## src/rtl/fetch_pkg.sv

```systemverilog
// Shared constants and types for the instruction fetch stage: queue entry layout,
// in-flight tracker encoding and the bubble instruction used by downstream stages.
package fetch_pkg;

    localparam int                INST_W   = 32;
    localparam logic [31:0]       PC_STEP  = 32'd4;
    localparam logic [INST_W-1:0] NOP_INST = 32'h0000_0013;

    // Fate of the instruction-memory response arriving in the current cycle.
    typedef enum logic [1:0] {
        IFS_IDLE = 2'd0,
        IFS_PEND = 2'd1,
        IFS_DROP = 2'd2
    } ifs_e;

    typedef struct packed {
        logic [31:0]       pc;
        logic [INST_W-1:0] inst;
    } fetch_entry_t;

    function automatic logic [31:0] align_word(input logic [31:0] addr);
        return addr & ~32'h3;
    endfunction

endpackage

```

## src/rtl/fetch_queue.sv

```systemverilog
// Prefetch FIFO of {pc, inst} entries with wrap-around pointers and an occupancy count.
// Clear (flush on redirect) has priority over push and pop.
module fetch_queue
    import fetch_pkg::*;
#(
    parameter int DEPTH = 2
) (
    input  logic                       clk,
    input  logic                       rst,
    input  logic                       clear,
    input  logic                       push,
    input  fetch_entry_t               push_entry,
    input  logic                       pop,
    output logic                       head_valid,
    output fetch_entry_t               head_entry,
    output logic [$clog2(DEPTH+1)-1:0] count
);

    localparam int PTR_W = $clog2(DEPTH);
    localparam int CNT_W = $clog2(DEPTH+1);

    fetch_entry_t     mem_q [DEPTH];
    logic [PTR_W-1:0] rd_ptr_q;
    logic [PTR_W-1:0] wr_ptr_q;
    logic [CNT_W-1:0] count_q;
    logic             do_push;
    logic             do_pop;

    assign do_push = push & ~clear;
    assign do_pop  = pop & ~clear & (count_q != '0);

    always_ff @(posedge clk) begin
        if (rst || clear) begin
            rd_ptr_q <= '0;
            wr_ptr_q <= '0;
            count_q  <= '0;
        end else begin
            // NOTE: non-blocking assignments so every register samples pre-edge values.
            if (do_push) wr_ptr_q <= wr_ptr_q + PTR_W'(1);
            if (do_pop)  rd_ptr_q <= rd_ptr_q + PTR_W'(1);
            count_q <= count_q + CNT_W'(do_push) - CNT_W'(do_pop);
        end
    end

    // NOTE: storage is deliberately not reset; the count alone decides what is valid.
    always_ff @(posedge clk) begin
        if (do_push) mem_q[wr_ptr_q] <= push_entry;
    end

    assign head_valid = (count_q != '0);
    assign head_entry = head_valid ? mem_q[rd_ptr_q] : '0;
    assign count      = count_q;

endmodule

```

## src/rtl/inst_fetch_unit.sv

```systemverilog
// Instruction fetch stage: owns the PC, issues credit-limited fetches to a one-cycle
// synchronous instruction memory, and hands words to decode through a prefetch queue.
module inst_fetch_unit
    import fetch_pkg::*;
#(
    parameter logic [31:0] RESET_PC = 32'h0000_0000,
    parameter int          DEPTH    = 2
) (
    input  logic                       CLK,
    input  logic                       RST,
    output logic                       IMEM_REQ,
    output logic [31:0]                IMEM_ADDR,
    input  logic [INST_W-1:0]          IMEM_RDATA,
    input  logic                       REDIRECT,
    input  logic [31:0]                REDIRECT_PC,
    output logic                       INST_VALID,
    input  logic                       INST_READY,
    output logic [INST_W-1:0]          INST_DATA,
    output logic [31:0]                INST_PC,
    output logic [$clog2(DEPTH+1)-1:0] QUEUE_COUNT
);

    localparam int CNT_W = $clog2(DEPTH+1);

    ifs_e             state_q, state_d;
    logic [31:0]      fetch_pc_q, fetch_pc_d;
    // PC of the request whose response arrives this cycle.
    logic [31:0]      inflight_pc_q, inflight_pc_d;

    logic             head_valid;
    fetch_entry_t     head_entry;
    fetch_entry_t     push_entry;
    logic [CNT_W-1:0] count;
    logic             pop;
    logic             push;
    logic             inflight;
    logic             issue;
    logic [CNT_W:0]   slots_claimed;

    assign pop      = head_valid & INST_READY & ~REDIRECT;
    assign inflight = (state_q == IFS_PEND);
    assign push     = inflight & ~REDIRECT & ~RST;

    // A new request needs a slot that stays free once the arriving word lands.
    assign slots_claimed = {1'b0, count} + (CNT_W+1)'(inflight) - (CNT_W+1)'(pop);
    assign issue         = ~RST & ~REDIRECT & (slots_claimed < (CNT_W+1)'(DEPTH));

    // NOTE: every always_comb output gets a default first, so no latches are inferred.
    always_comb begin
        state_d       = IFS_IDLE;
        fetch_pc_d    = fetch_pc_q;
        inflight_pc_d = inflight_pc_q;

        if (REDIRECT) begin
            fetch_pc_d = align_word(REDIRECT_PC);
        end else if (issue) begin
            fetch_pc_d    = fetch_pc_q + PC_STEP;
            inflight_pc_d = fetch_pc_q;
        end

        unique case (state_q)
            IFS_IDLE: state_d = issue ? IFS_PEND : IFS_IDLE;
            IFS_PEND: state_d = issue ? IFS_PEND : IFS_IDLE;
            IFS_DROP: state_d = issue ? IFS_PEND : IFS_IDLE;
            default:  state_d = IFS_IDLE;
        endcase
    end

    always_ff @(posedge CLK) begin
        if (RST) begin
            state_q       <= IFS_IDLE;
            fetch_pc_q    <= RESET_PC;
            inflight_pc_q <= RESET_PC;
        end else begin
            state_q       <= state_d;
            fetch_pc_q    <= fetch_pc_d;
            inflight_pc_q <= inflight_pc_d;
        end
    end

    assign push_entry = '{pc: inflight_pc_q, inst: IMEM_RDATA};

    fetch_queue #(
        .DEPTH (DEPTH)
    ) u_queue (
        .clk        (CLK),
        .rst        (RST),
        .clear      (REDIRECT),
        .push       (push),
        .push_entry (push_entry),
        .pop        (pop),
        .head_valid (head_valid),
        .head_entry (head_entry),
        .count      (count)
    );

    assign IMEM_REQ    = issue;
    assign IMEM_ADDR   = RST ? RESET_PC : fetch_pc_q;
    assign INST_VALID  = head_valid;
    assign INST_DATA   = head_entry.inst;
    assign INST_PC     = head_entry.pc;
    assign QUEUE_COUNT = count;

    a_count_bounded : assert property (@(posedge CLK) disable iff (RST)
        QUEUE_COUNT <= CNT_W'(DEPTH));

    a_addr_aligned : assert property (@(posedge CLK) IMEM_ADDR[1:0] == 2'b00);

endmodule

```

## config.mk

```make
export PLATFORM = sky130hd
export DESIGN_NAME = inst_fetch_unit
export DESIGN_NICKNAME = d
export VERILOG_FILES = /design/src/rtl/fetch_pkg.sv /design/src/rtl/fetch_queue.sv /design/src/rtl/inst_fetch_unit.sv
export SDC_FILE = /design/constraint.sdc
export NUM_CORES = 1
export LEC_CHECK = 0
export CORE_ASPECT_RATIO = 0.9
export CORE_MARGIN = 4
export CORE_UTILIZATION = 47
export CTS_CLUSTER_DIAMETER = 100
export CTS_CLUSTER_SIZE = 16
export DETAILED_ROUTE_END_ITERATION = 10
export PLACE_DENSITY = 0.74
export SLEW_MARGIN = 5
export SYNTH_ARGS = -nofsm -noshare
export SYNTH_HDL_FRONTEND = slang
export SYNTH_HIERARCHICAL = 1
export SYNTH_SLANG_ARGS = --single-unit
```

## constraint.sdc

```tcl
create_clock -name CLK -period 8.03 [get_ports CLK]
set_clock_uncertainty 0.2 [all_clocks]
set_input_delay 1.606 -clock CLK [delete_from_list [all_inputs] [get_ports CLK]]
set_output_delay 1.606 -clock CLK [all_outputs]
set_load 0.02 [all_outputs]
```

==> flow_summary_export.csv, run 1 <==
group,metric,value,unit
power,clkPwrFrac,0.402,
logic_synthesis,synthCells,728,
logic_synthesis,synthesis.area,0.00835,mm²
placement,io_buffers,163,
sta,worstMarginPinSlew,0.909,ns
critical_path,cpMaxStageDelayCell,"fa_1",
grt,grt_max_degree,65,
routing,viasPerCell,5.29,
run,maxCapViolations,0,
grt,overflow,0,
logic_synthesis,ys_ff_latch,194,
clock_tree,cts.sinks,194,
routing,wl_met2,8530,µm
logic_synthesis,synth_edf_count,128,
logic_synthesis,synthDistinctLibCells,55,
sta,fmax,142,MHz
die,core-area,0.0172,mm²
finish,final_cells,1115,
logic_synthesis,yosys_warnings,6,
clock_tree,clockRootBuffer,"clkbuf_16",
routing,drcViolationCount,0,
critical_path,worstPathMaxFanout,48,
power,total_power,2.07,mW
finish,antenna_cells,0,
power,ir_drop,0.150,mV
routing,drtPass1Iterations,4,
die,dieArea,0.0200,mm²
grt,grt_pass1_vias,5663,
routing,num_vias,5901,
placement,place_hpwl,12000,µm
clock_tree,h-tree-depth,4,
placement,gp_congestion,0.836,
die,die_w,148,µm
critical_path,cp-end-kind,"output pin",
clock_tree,insertion_delay,0.43,ns
grt,antenna_found_initial,0,
routing,wl_met3,1200,µm
clock_tree,cts_resized,0,
clock_tree,hold_buffers,0,
finish,fillers,1393,
routing,wl_per_cell,16.6,µm
finish,fin_nets,939,
routing,met1Wirelength,8570,µm
logic_synthesis,syn_avg_cell_area,11.5,µm²
clock_tree,cts_tree,"built",
clock_tree,clockBufferDepth,2,
logic_synthesis,synth_area_leaders,"edfxtp_1 46%, dfxtp_1 16%, mux2i_1 7.7%, nor2_1 4.0%, nand2_1 3.9%",
critical_path,critPathMaxStageDelay,0.70,ns
placement,dp.cells,1083,
finish,syn_to_final_growth,28.2,%
critical_path,cp.required,6.22,ns
routing,drt_iter0_markers,425,
logic_synthesis,netlist.area_leader.share,0.461,
logic_synthesis,synth_area_leader_cell,"edfxtp_1",
grt,grt_pass1_wl,30000,µm
finish,multi_input_area,0.00292,mm²
routing,routed_wl,18500,µm
logic_synthesis,seq_area_frac_synth,0.619,
power,p_int,1.61,mW
power,pwr_density_cell,194,mW/mm²
sta,period_needed,7.04,ns
sta,setup_viol,0,
logic_synthesis,ys.flop_type,"edfxtp_1",
grt,grtUsageTotal,0.188,
critical_path,critical_path.cell_chain,"clkdlybuf4s50_1 -> inv_1 -> and3_1 -> ha_1 -> nand2b_1 -> fa_1 -> or3b_1 -> nand2b_1 -> buf_4 -> clkinv_1 -> clkdlybuf4s50_1",
die,die_y,134,µm
clock_tree,post_cts_buffers,0,
power,comb_power_share,0.064,
clock_tree,numCtsBuffers,17,
critical_path,path_class,"in2out",
die,rows,45,
placement,placed_area,0.0101,mm²
power,power.share.sequential,0.534,
sta,slew_headroom,0.394,
run_status,outcome,"finished, final reports clean",
hold_path,hold_path_class,"reg2reg",
routing,top_layer_used,"met4",
sta,fin_crit_sh,0.877,
critical_path,start_kind,"input pin",
die,design.portCount,168,
power,leakage,3.44,nW
sta,tns,0,ns
logic_synthesis,synthArstFlopShare,0,
finish,design_area,0.0107,mm²
finish,regArea,0.00517,mm²
routing,ant_nets,0,
clock_tree,clkTransAtPathRegs,0.06,ns
power,p_sw,0.460,mW
power,p_sw_frac,0.222,
sta,hold_ws,0.250,ns
finish,final_layout_size_suffix_gt1_frac,0.0568,
die,start_util,0.486,
sta,timing.final.hold_violations,0,
critical_path,worstPathArrival,5.23,ns
sta,rsz0062_at_grt,"false",
sta,maxSlewViolCount,0,
==> through the flow <==
step | worst slack [ns] | utilization
2_1_floorplan | 1.44 | -
3_3_place_gp | 1.02 | 0.589
3_5_place_dp | 1.00 | 0.589
4_1_cts | 0.988 | 0.623
5_1_grt | 0.749 | 0.623
6_report | 0.991 | 0.623
==> cell type report <==
class	count	share of cell area
clock inverter	14	0.0143
sequential	194	0.483
tap	235	0.0275
inverter	9	0.00316
multi-input combinational	473	0.273
timing repair buffer	172	0.158
clock buffer	18	0.0401
==> cells in the final DEF (no fill, tap or decap), types with 3 or more instances in the layout <==
| master | instances |
|---|---|
| a2111oi_0 | 4 |
| a211oi_1 | 5 |
| a21oi_1 | 33 |
| a311oi_1 | 8 |
| a31oi_1 | 10 |
| and2_1 | 8 |
| and3_1 | 7 |
| buf_4 | 9 |
| clkbuf_16 | 17 |
| clkdlybuf4s50_1 | 162 |
| conb_1 | 6 |
| dfxtp_1 | 65 |
| edfxtp_1 | 128 |
| ha_1 | 3 |
| inv_1 | 8 |
| inv_6 | 4 |
| mux2i_1 | 64 |
| nand2_1 | 87 |
| nand3_1 | 9 |
| nand4_1 | 11 |
| nor2_1 | 87 |
| nor2b_1 | 30 |
| nor3_1 | 7 |
| nor4_1 | 6 |
| nor4b_1 | 3 |
| o211ai_1 | 8 |
| o311ai_0 | 5 |
| o31ai_1 | 5 |
| or3_1 | 13 |
| or4_1 | 15 |
| xnor2_1 | 3 |
| xor2_1 | 7 |
==> per-layer routing <==
metal	vias up	GRT usage
li1	2928	-
met1	2787	0.267
met2	172	0.294
met3	14	0.0470
met4	0	0.0436
met5	-	0
==> power by group through the flow <==
stage	combinational, mW	sequential (mW)	clock [mW]
global route	0.145	1.11	0.892
detailed placement	0.133	1.13	0
finish	0.133	1.11	0.832
CTS	0.134	1.10	0.850
global placement	0.131	1.13	0
floorplan	0.0750	1.11	0
==> synthesized netlist by cell type (10+ instances only) <==
master	number
a21oi_1	33
a31oi_1	10
buf_4	10
clkbuf_1	31
dfxtp_1	66
edfxtp_1	128
mux2i_1	64
nand2_1	87
nand4_1	11
nor2_1	88
nor2b_1	30
or3_1	13
or4_1	15
==> worst paths after layout <==
kind	from	to	slack, ns	cells past startpoint
worst min register to register	inflight_pc_q[12]$_SDFFE_PP0P_	u_queue/mem_q[0][44]$_DFFE_PP_	0.25	0
worst max register to register	u_queue/count[1]$_SDFF_PP0_	fetch_pc_q[30]$_SDFFE_PP0P_	3.84	13
worst max-delay path	REDIRECT	IMEM_REQ	0.99	11
worst min-delay path	inflight_pc_q[12]$_SDFFE_PP0P_	u_queue/mem_q[0][44]$_DFFE_PP_	0.25	0
==> state kept, by name, summed over array words and instances (netlist names), named ones only <==
register,cells
state_q,1
u_queue/mem_q,128
fetch_pc_q,30
u_queue/rd_ptr_q,1
u_queue/count,2
u_queue/wr_ptr_q,1
inflight_pc_q,30
==> cells by family (layout without fill, tap and decap cells) <==
kind of cell             after synthesis  in the layout  share of synthesized area
AND/OR/NAND/NOR                      296            296                      0.174
flip-flops                           194            194                      0.619
AO/OA/AOI/OAI                         92             92                     0.0754
buffers and inverters                 66            213                     0.0355
multiplexers                          64             64                     0.0768
XOR/XNOR                              11             11                     0.0124
adder cells (fa/ha/maj)                4              4                    0.00690
other                                  1              6                   0.000449
==> worst max-delay path: cells and delay by family <==
| family | cells | cell delay, ns |
|---|---|---|
| buffers and inverters | 5 | 1.56 |
| and+or+nand+nor | 4 | 1.08 |
| adders and majority gates | 2 | 0.98 |
Power figures use the tool's default switching activity.
==> inputs of run 2 (changes only) <==
--- a/config.mk
+++ b/config.mk
@@ -11,7 +11,7 @@
 export CTS_CLUSTER_DIAMETER = 100
 export CTS_CLUSTER_SIZE = 16
 export DETAILED_ROUTE_END_ITERATION = 10
-export PLACE_DENSITY = 0.74
+export PLACE_DENSITY_LB_ADDON = 0.2
 export SLEW_MARGIN = 5
 export SYNTH_ARGS = -nofsm -noshare
 export SYNTH_HDL_FRONTEND = slang
==> flow_summary_export.csv, run 2 (synthesis results as in run 1) <==
group,metric,value,unit
grt,grt_busiest_layer,"met2",
sta,setup_viol,0,
placement,gp_congestion,0.908,
clock_tree,cts.sinks,194,
clock_tree,post_cts_buffers,0,
hold_path,min_from,"inflight_pc_q[28]$_SDFFE_PP0P_",
finish,largest_reg_flops,128,
die,die_w,148,µm
clock_tree,cts_resized,0,
critical_path,rrSetupSlack,3.86,ns
critical_path,rr_endpoint,"fetch_pc_q[12]$_SDFFE_PP0P_",
finish,syn_to_final_growth,28.0,%
hold_path,holdPathEnd,"u_queue/mem_q[0][60]$_DFFE_PP_",
sta,timing.final.hold_violations,0,
clock_tree,clkTransAtPathRegs,0.06,ns
die,dieArea,0.0200,mm²
placement,io_buffers,163,
sta,maxSlewViolCount,0,
clock_tree,cts_tree,"built",
die,die_y,134,µm
grt,overflow,0,
finish,final_cells,1115,
die,start_util,0.486,
clock_tree,clockBufferDepth,2,
sta,fin_crit_sh,0.892,
routing,drtPass1Iterations,5,
critical_path,start_kind,"input pin",
routing,drcViolationCount,0,
critical_path,worstPathMaxFanout,36,
die,core-area,0.0172,mm²
grt,grtUsageMet3,0.0483,
grt,grtUsageMet2,0.285,
critical_path,cp-end-kind,"output pin",
hold_path,holdPathStages,0,
finish,top_register,"u_queue/mem_q",
routing,wl_per_cell,16.9,µm
power,ir_drop,0.139,mV
run_status,outcome,"finished, final reports clean",
routing,ant_nets,0,
routing,viasPerCell,5.38,
finish,antenna_cells,0,
hold_path,hold_path_class,"reg2reg",
sta,tns,0,ns
finish,top_regs,"u_queue/mem_q: 128 flops, fetch_pc_q: 30 flops, inflight_pc_q: 30 flops",
grt,grt_pass1_vias,5848,
critical_path,reg2regPathDepth,11,
finish,fin_nets,939,
grt,antenna_found_initial,0,
run,maxCapViolations,0,
sta,worstMarginPinSlew,1.16,ns
critical_path,r2r_start,"u_queue/count[1]$_SDFF_PP0_",
placement,dp.cells,1083,
sta,rsz0062_at_grt,"false",
routing,num_vias,6001,
sta,period_needed,7.17,ns
critical_path,worstPathArrival,5.36,ns
routing,routed_wl,18900,µm
finish,final_layout_size_suffix_gt1_frac,0.0557,
sta,slew_headroom,0.228,
grt,grt_pass1_wl,30500,µm
routing,drt_iter0_markers,503,
clock_tree,hold_buffers,0,
power,pwr_density_cell,192,mW/mm²
clock_tree,numCtsBuffers,17,
finish,fillers,1366,
grt,grt_max_degree,65,
finish,layout_commonest_cell,"clkdlybuf4s50_1",
sta,fmax,140,MHz
grt,grt_use_met1,0.276,
placement,placed_area,0.0101,mm²
sta,hold_ws,0.254,ns
critical_path,path_class,"in2out",
finish,design_area,0.0107,mm²
clock_tree,h-tree-depth,4,
clock_tree,clockRootBuffer,"clkbuf_16",
grt,grtUsageTotal,0.191,
power,total_power,2.05,mW
critical_path,cp.required,6.22,ns
finish,layout_common_cells,"162 x clkdlybuf4s50_1, 128 x edfxtp_1, 87 x nor2_1, 87 x nand2_1, 65 x dfxtp_1",
clock_tree,insertion_delay,0.42,ns
placement,place_hpwl,12500,µm
die,rows,45,
die,design.portCount,168,
power,leakage,3.44,nW
run 2: cell types whose count changed in the layout (fill, tap and decap cells not counted):
cell,delta
clkinv_1,-1
inv_4,+2
clkbuf_8,+1
clkbuf_1,+2
clkbuf_16,+1
bufinv_16,-1
inv_6,-3
clkinv_4,-1
run 2: critical path: stages:
cell	delay [ns]
clkdlybuf4s50_1	0.48
inv_1	0.06
and3_1	0.17
ha_1	0.29
nand2b_1	0.16
fa_1	0.70
or3b_1	0.56
nand2b_1	0.24
clkinv_1	0.07
buf_4	0.32
clkdlybuf4s50_1	0.69
run 2: worst max-delay path by stage:
stage / from / end
after global routing: REDIRECT / IMEM_REQ
after CTS: REDIRECT / IMEM_REQ
final: REDIRECT / IMEM_REQ
after detailed placement: REDIRECT / IMEM_REQ
after floorplan: REDIRECT / IMEM_REQ
after global placement: REDIRECT / IMEM_REQ
run 2: metal layers:
metal  share of wire  wire, µm  up-vias
li1                -         -     2912
met3           0.072      1370       24
met5               0         0        -
met2            0.45      8500      231
met4           0.013       246        0
met1            0.46      8760     2834
run 2: final cells by class:
cell class	count	area [µm²]	share of cell area
tap	235	294	0.0275
clock inverter	10	96.3	0.00902
timing repair buffer	172	1690	0.159
inverter	9	33.8	0.00316
clock buffer	22	475	0.0445
multi-input combinational	473	2920	0.274
sequential	194	5170	0.484
run 2: stage by stage:
| stage | setup slack, ns | utilization |
|---|---|---|
| final | 0.865 | 0.622 |
| after global routing | 0.734 | 0.622 |
| after CTS | 0.865 | 0.622 |
| after detailed placement | 0.867 | 0.589 |
| after global placement | 0.951 | 0.589 |
| after floorplan | 1.44 | - |
run 2: report_power, final:
group / leakage, nW / switching (mW) / internal (mW)
clock: 0.278 / 0.356 / 0.457
combinational: 1.38 / 0.0659 / 0.0685
sequential: 1.78 / 0.0265 / 1.08
total: 3.44 / 0.449 / 1.61
